[config.mk]
export PLATFORM = sky130hd
export DESIGN_NAME = bcd_countdown_timer
export DESIGN_NICKNAME = d
export VERILOG_FILES = /design/src/rtl/counter_pkg.sv /design/src/rtl/bcd_down_digit.sv /design/src/rtl/bcd_countdown_timer.sv
export SDC_FILE = /design/constraint.sdc
export NUM_CORES = 1
export LEC_CHECK = 0
export BUFFER_PORTS_ARGS = -buffer_cell sky130_fd_sc_hd__buf_2
export CAP_MARGIN = 40
export CORE_MARGIN = 1
export CORE_UTILIZATION = 52
export DETAILED_ROUTE_END_ITERATION = 10
export GPL_ROUTABILITY_DRIVEN = 0
export PLACE_DENSITY = 0.84
export SLEW_MARGIN = 30
export SYNTH_ARGS = -nofsm -noshare
export SYNTH_HDL_FRONTEND = slang
export SYNTH_SLANG_ARGS = --single-unit
[constraint.sdc]
create_clock -name i_clock -period 2 [get_ports i_clock]
set_clock_uncertainty 0.15 [all_clocks]
set_input_delay 0.2 -clock i_clock [delete_from_list [all_inputs] [get_ports i_clock]]
set_output_delay 0.2 -clock i_clock [all_outputs]
set_load 0.01 [all_outputs]
[src/rtl/counter_pkg.sv]
// Shared types and constants for the BCD countdown timer.
// State encoding, digit limit and a digit clamp helper.
package counter_pkg;

    typedef enum logic [1:0] {
        ST_IDLE  = 2'd0,
        ST_RUN   = 2'd1,
        ST_PAUSE = 2'd2,
        ST_DONE  = 2'd3
    } state_t;

    localparam logic [3:0] BCD_MAX = 4'd9;

    function automatic logic [3:0] bcd_clamp(input logic [3:0] d);
        return (d > BCD_MAX) ? BCD_MAX : d;
    endfunction

endpackage

[src/rtl/bcd_down_digit.sv]
// One mod-10 down-counting BCD digit with loadable preset.
// Borrow ripples out when the digit sits at 0 and is asked to step.
module bcd_down_digit
    import counter_pkg::*;
(
    input  logic       i_clock,
    input  logic       i_reset_n,
    input  logic       i_load,
    input  logic [3:0] i_load_digit,
    input  logic       i_borrow_in,
    output logic [3:0] o_digit,
    output logic       o_borrow_out
);

    logic [3:0] r_digit;

    // Digit register: reset, clamped load, or one BCD step down
    always_ff @(posedge i_clock) begin
        if (!i_reset_n) begin
            r_digit <= 4'd0;
        end else if (i_load) begin
            r_digit <= bcd_clamp(i_load_digit);
        end else if (i_borrow_in) begin
            r_digit <= (r_digit == 4'd0) ? BCD_MAX : r_digit - 4'd1;
        end
    end

    assign o_digit      = r_digit;
    assign o_borrow_out = i_borrow_in & (r_digit == 4'd0);

endmodule

[src/rtl/bcd_countdown_timer.sv]
// Loadable multi-digit BCD countdown timer with prescaler and
// IDLE/RUN/PAUSE/DONE control; the count halts at zero.
module bcd_countdown_timer
    import counter_pkg::*;
#(
    parameter int DIGITS  = 2,
    parameter int CLK_DIV = 50000000,
    parameter int DIV_W   = 26
) (
    input  logic                  i_clock,
    input  logic                  i_reset_n,
    input  logic                  i_load,
    input  logic [4*DIGITS-1:0]   i_load_value,
    input  logic                  i_start,
    input  logic                  i_pause,
    output logic [4*DIGITS-1:0]   o_bcd,
    output logic                  o_running,
    output logic                  o_paused,
    output logic                  o_done,
    output logic                  o_done_pulse
);

    localparam logic [DIV_W-1:0]    DIV_LAST = DIV_W'(CLK_DIV - 1);
    localparam logic [4*DIGITS-1:0] BCD_ONE  = (4*DIGITS)'(1);

    state_t              r_state;
    state_t              w_state_nxt;
    logic [DIV_W-1:0]    r_presc;
    logic [DIV_W-1:0]    w_presc_nxt;
    logic                r_done_pulse;
    logic                w_dec;
    logic [4*DIGITS-1:0] w_bcd;
    logic [DIGITS:0]     w_borrow;

    assign w_borrow[0] = w_dec;

    generate
        for (genvar g = 0; g < DIGITS; g++) begin : g_digit
            bcd_down_digit u_digit (
                .i_clock      (i_clock),
                .i_reset_n    (i_reset_n),
                .i_load       (i_load),
                .i_load_digit (i_load_value[4*g +: 4]),
                .i_borrow_in  (w_borrow[g]),
                .o_digit      (w_bcd[4*g +: 4]),
                .o_borrow_out (w_borrow[g+1])
            );
        end
    endgenerate

    // Next-state, prescaler and decrement-enable decode
    always_comb begin
        w_state_nxt = r_state;
        w_presc_nxt = r_presc;
        w_dec       = 1'b0;
        if (i_load) begin
            w_state_nxt = ST_IDLE;
            w_presc_nxt = '0;
        end else begin
            unique case (r_state)
                ST_IDLE: begin
                    if (i_start) begin
                        w_presc_nxt = '0;
                        w_state_nxt = (w_bcd != '0) ? ST_RUN : ST_DONE;
                    end
                end
                ST_RUN: begin
                    if (i_pause) begin
                        w_state_nxt = ST_PAUSE;
                    end else if (r_presc == DIV_LAST) begin
                        w_presc_nxt = '0;
                        w_dec       = 1'b1;
                        if (w_bcd == BCD_ONE) begin
                            w_state_nxt = ST_DONE;
                        end
                    end else begin
                        w_presc_nxt = r_presc + 1'b1;
                    end
                    // A borrow out of the top digit means the count was
                    // already zero; stop rather than show 99..9 for long.
                    if (w_borrow[DIGITS]) begin
                        w_state_nxt = ST_DONE;
                    end
                end
                ST_PAUSE: begin
                    if (i_start) begin
                        w_state_nxt = ST_RUN;
                    end
                end
                ST_DONE: begin
                    w_state_nxt = ST_DONE;
                end
                default: begin
                    w_state_nxt = ST_IDLE;
                end
            endcase
        end
    end

    // State, prescaler and terminal-count pulse registers
    always_ff @(posedge i_clock) begin
        if (!i_reset_n) begin
            r_state      <= ST_IDLE;
            r_presc      <= '0;
            r_done_pulse <= 1'b0;
        end else begin
            r_state      <= w_state_nxt;
            r_presc      <= w_presc_nxt;
            r_done_pulse <= (r_state != ST_DONE) &&
                            (w_state_nxt == ST_DONE);
        end
    end

    assign o_bcd        = w_bcd;
    assign o_running    = (r_state == ST_RUN);
    assign o_paused     = (r_state == ST_PAUSE);
    assign o_done       = (r_state == ST_DONE);
    assign o_done_pulse = r_done_pulse;

endmodule
==> run summary <==
The count of buffers added on input and output ports is 24. Among all flip-flop cells after synthesis, the most frequent one is dfxtp_1. The Yosys step of the flow raised 0 warnings.

The reg-to-reg endpoint is g_digit[1].u_digit.o_digit[0]. The number of enable-type register cells in the synthesized netlist came out at 0. Data on the critical path is required at its endpoint by 2.03 ns. The overall fraction of global-route tracks in use came out at 0.302. The fmax came out at 0.436 GHz. The worst ir drop on vdd came out at about 0.00049 V. The critical path ends at g_digit[1].u_digit.o_digit[0].

The via count of the first global-routing pass is 2071. The synthesized netlist occupies a cell area of 2040 um^2. The maximum number of pins on one net before global-route repair came out at 18.

The routed design has around 7000 um of wire. At the worst endpoint, the arrival time is 2.33 ns. STA classifies the critical path endpoint as a flip-flop. The die covers between 4000 and 5000 um^2. Of the total power, combinational logic draws 0.126. After synthesis, the share of flip-flops with an asynchronous set or reset is 0. The number of max-cap violations came out at 0.

The site row count came out at 22. The first global-routing pass estimated 9600 um of wire. Power spread over the standard cell area amounts to a little over 500 nW/um^2. The clock insertion delay at the later pin of the skew report is 0.31 ns. The largest fanout on the critical path is 4.

The longest individual stage delay on the worst path is 0.55 ns. The average size of a mapped cell came out at 8.33 um^2. The detail route stage leaves a number of antenna-violating nets equal to 0. In the routed layout, each cell is associated on average with a via count of 6.51. The internal portion of total power came out at 1.07 mW.

The relative area change from synthesis to final layout is 42.9%. The initial utilization of the core area, before any placement, comes to 0.549. In this run the critical register-to-register path is launched from r_presc[9]. Among the stages of the critical path, the cell type that occurs most often is buf_6. The netlist uses 54 different library cells. The net switching power is 0.408 mW. Tracing the worst setup path back leads to its startpoint at r_presc[9].

The die is 64.7 um wide. The startpoint-to-endpoint class of the critical path is reg -> reg. The utilization of the core after routing came out at 0.785. The total congestion overflow is 0. The run finished, with violations left. The most frequent standard cell in the layout excluding fill and tap cells is buf_4. TritonCTS built the clock tree. OpenSTA, run right after detailed placement, puts the worst setup slack at -0.153 ns. The number of H-tree levels came out at 2. In the final routed layout, each cell accounts on average for between 15 and 20 um. The top cell types in the final layout, fill and taps aside, are 50 x buf_4, 33 x dfxtp_1, 26 x nor2_1, 24 x buf_2, 18 x nand2_1. The part of the total power dissipated in sequential elements is 0.518. The tightest min-delay check is of the in -> reg type. The signal on the critical path passes through or4b_4 -> nor4_4 -> buf_4 -> buf_6 -> nand3_4 -> buf_6 -> o21ai_0 -> a31oi_1.

The total cell area at the placement stage came out at between 2000 and 3000 um^2. The slew at the pin closest to its max-slew limit came out at around 0.42 ns. The tree is rooted in a clkbuf_8. The portion of the post-synthesis area used by sequential elements is 0.363. The fraction of final layout cells sized beyond drive strength 1 came out at 0.375. The iteration-0 DRC count of the detailed router came out at around 350. The minimum setup slack among reg-to-reg paths came out at -0.29 ns. The relative slew slack is 0.720. The final reports fail on negative setup slack. The worst setup path is launched from a flip-flop. The total number of clock tree sinks came out at 37.

For this block, the via count after detailed routing is 2479. Synthesis handed over a netlist of ~250 instances. For this design the static power due to leakage is 1.15 nW. The clock transition at the register clock pins on the worst setup and hold paths after CTS came out at 0.08 ns.

After detailed routing, the number of remaining DRC violations is 0. The number of buffers between clock root and the deepest sink came out at 2. The final worst setup slack is -0.294 ns. Setup repair after global routing could not meet its margin everywhere. The number of setup violations in the final report came out at 36.

The placeable core area came out at 3720 um^2. The net switching fraction of the power came out at 0.276. The boundary pin count came out at 25.

The floorplan step set the die height to ~65 um. The smallest clock period supported by the final layout is computed as 2.29 ns. The first-pass iteration count of the detailed router came out at 6. The number of antenna diodes in the final layout is 0. The initial antenna violation count came out at 0. The finished cells cover 2920 um^2. The final layout contains 346 nets.

The depth of the worst register-to-register path came out at 8. The share of total power dissipated in the clock network is 0.356. The total count of hold-check failures in the final report came out at 0. The post-layout total power is 1.48 mW.

The number of clock buffers inserted by TritonCTS is 5. The post-route clock period utilization is 1.15. The register bit total from synthesis is 37. The detailed-placement wirelength estimate is 4060 um. Synthesis produced a netlist with a net count of 259.

The number of pins with negative max-slew slack in the final report came out at 0. The critical-path cell with the highest stage delay is or4b_4.
[through the flow]
step | TNS (ns) | hold WS, ns | std cells
after floorplan | -1.03 | 0.142 | 245
after CTS | -1.71 | 0.00939 | 373
after detailed placement | -1.55 | 0.278 | 357
after global placement | -0.503 | 0.261 | 357
final | -6.97 | 0.0424 | 381
after global routing | -8.58 | 0.0566 | 381
[layout make-up]
| class | count | area, um^2 |
|---|---|---|
| multi-input combinational | 197 | 1380 |
| fill | 215 | 798 |
| sequential | 37 | 746 |
| timing repair buffer | 85 | 623 |
| clock buffer | 6 | 72.6 |
| tap | 48 | 60.1 |
| inverter | 6 | 22.5 |
| clock inverter | 2 | 10.0 |
[synth_stat cells (all sizes together), types with 2 or more instances]
master | count | area share
a211oi | 2 | 0.0074
a21oi | 11 | 0.027
a311oi | 2 | 0.0086
a31oi | 10 | 0.031
and2 | 5 | 0.015
and3 | 6 | 0.020
and4 | 3 | 0.013
buf | 2 | 0.0061
clkbuf | 3 | 0.0061
dfxtp | 37 | 0.36
inv | 5 | 0.0092
mux2i | 2 | 0.0098
nand2 | 19 | 0.035
nand2b | 4 | 0.012
nand3 | 12 | 0.029
nand3b | 3 | 0.011
nand4 | 12 | 0.040
nand4b | 2 | 0.0086
nor2 | 27 | 0.050
nor2b | 5 | 0.015
nor3 | 6 | 0.015
nor4 | 5 | 0.033
o21a | 3 | 0.011
o21ai | 15 | 0.039
o31ai | 2 | 0.0074
or2 | 2 | 0.0061
or3 | 5 | 0.015
or4 | 4 | 0.015
or4b | 2 | 0.012
xnor2 | 5 | 0.021
xor2 | 9 | 0.039
[worst max-delay path, delay by kind of cell (launching register included)]
| kind | cells | cell delay, ns |
|---|---|---|
| AO/OA/AOI/OAI | 2 | 0.34 |
| flip-flops | 1 | 0.32 |
| buffers and inverters | 3 | 0.44 |
| AND/OR/NAND/NOR | 3 | 0.91 |
[power groups by stage]
stage	clock network, mW	logic (mW)	registers, mW
5_1_grt	0.554	0.195	0.766
4_1_cts	0.523	0.165	0.762
3_3_place_gp	0	0.152	0.778
2_1_floorplan	0	0.0758	0.784
3_5_place_dp	0	0.155	0.779
6_report	0.527	0.186	0.765
[flip-flops by register name (all words and copies together), names as in the netlist]
name,flops
r_state,2
o_done_pulse,1
g_digit.u_digit.o_digit,8
r_presc,26
[timing repair]
item / in CTS / in global routing
gates resized for setup: 6 / 27
hold buffers: 4 / 0
buffers inserted: 4 / 7
pin swaps: 2 / 11
gates cloned: 0 / 1
endpoints found under the setup margin: 35 / 35
endpoints found under the hold margin: 4 / 0
[how the worst min path moves through the flow]
stage / depth (start not counted) / startpoint / slack [ns] / endpoint
finish: 3 / i_load_value[1] / 0.04 / g_digit[0].u_digit.o_digit[1]
global route: 3 / i_load_value[0] / 0.06 / g_digit[0].u_digit.o_digit[0]
CTS: 3 / i_load_value[0] / 0.009 / g_digit[0].u_digit.o_digit[0]
detailed placement: 2 / i_pause / 0.28 / r_state[0]
global placement: 3 / i_load_value[6] / 0.26 / g_digit[1].u_digit.o_digit[2]
floorplan: 1 / i_pause / 0.14 / r_state[0]
[cell families (layout without fill, tap and decap cells)]
kind of cell	count (synthesis)	in the layout	share of synthesized area
and+or+nand+nor	125	125	0.365
AOI/OAI and AO/OA	55	55	0.173
DFF	37	37	0.363
xor gates and xnor gates	14	14	0.0601
buffers and inverters	11	99	0.0233
muxes	2	2	0.00980
adders and majority gates	1	1	0.00613
[per-layer routing]
metal | up-vias | track usage | wire, um
met3 | 39 | 0.0599 | 711
met5 | - | 0 | 0
li1 | 1096 | - | -
met4 | 0 | 0.142 | 302
met1 | 1149 | 0.388 | 2860
met2 | 195 | 0.483 | 3210
No activity file was read; power rests on OpenSTA's default activity.
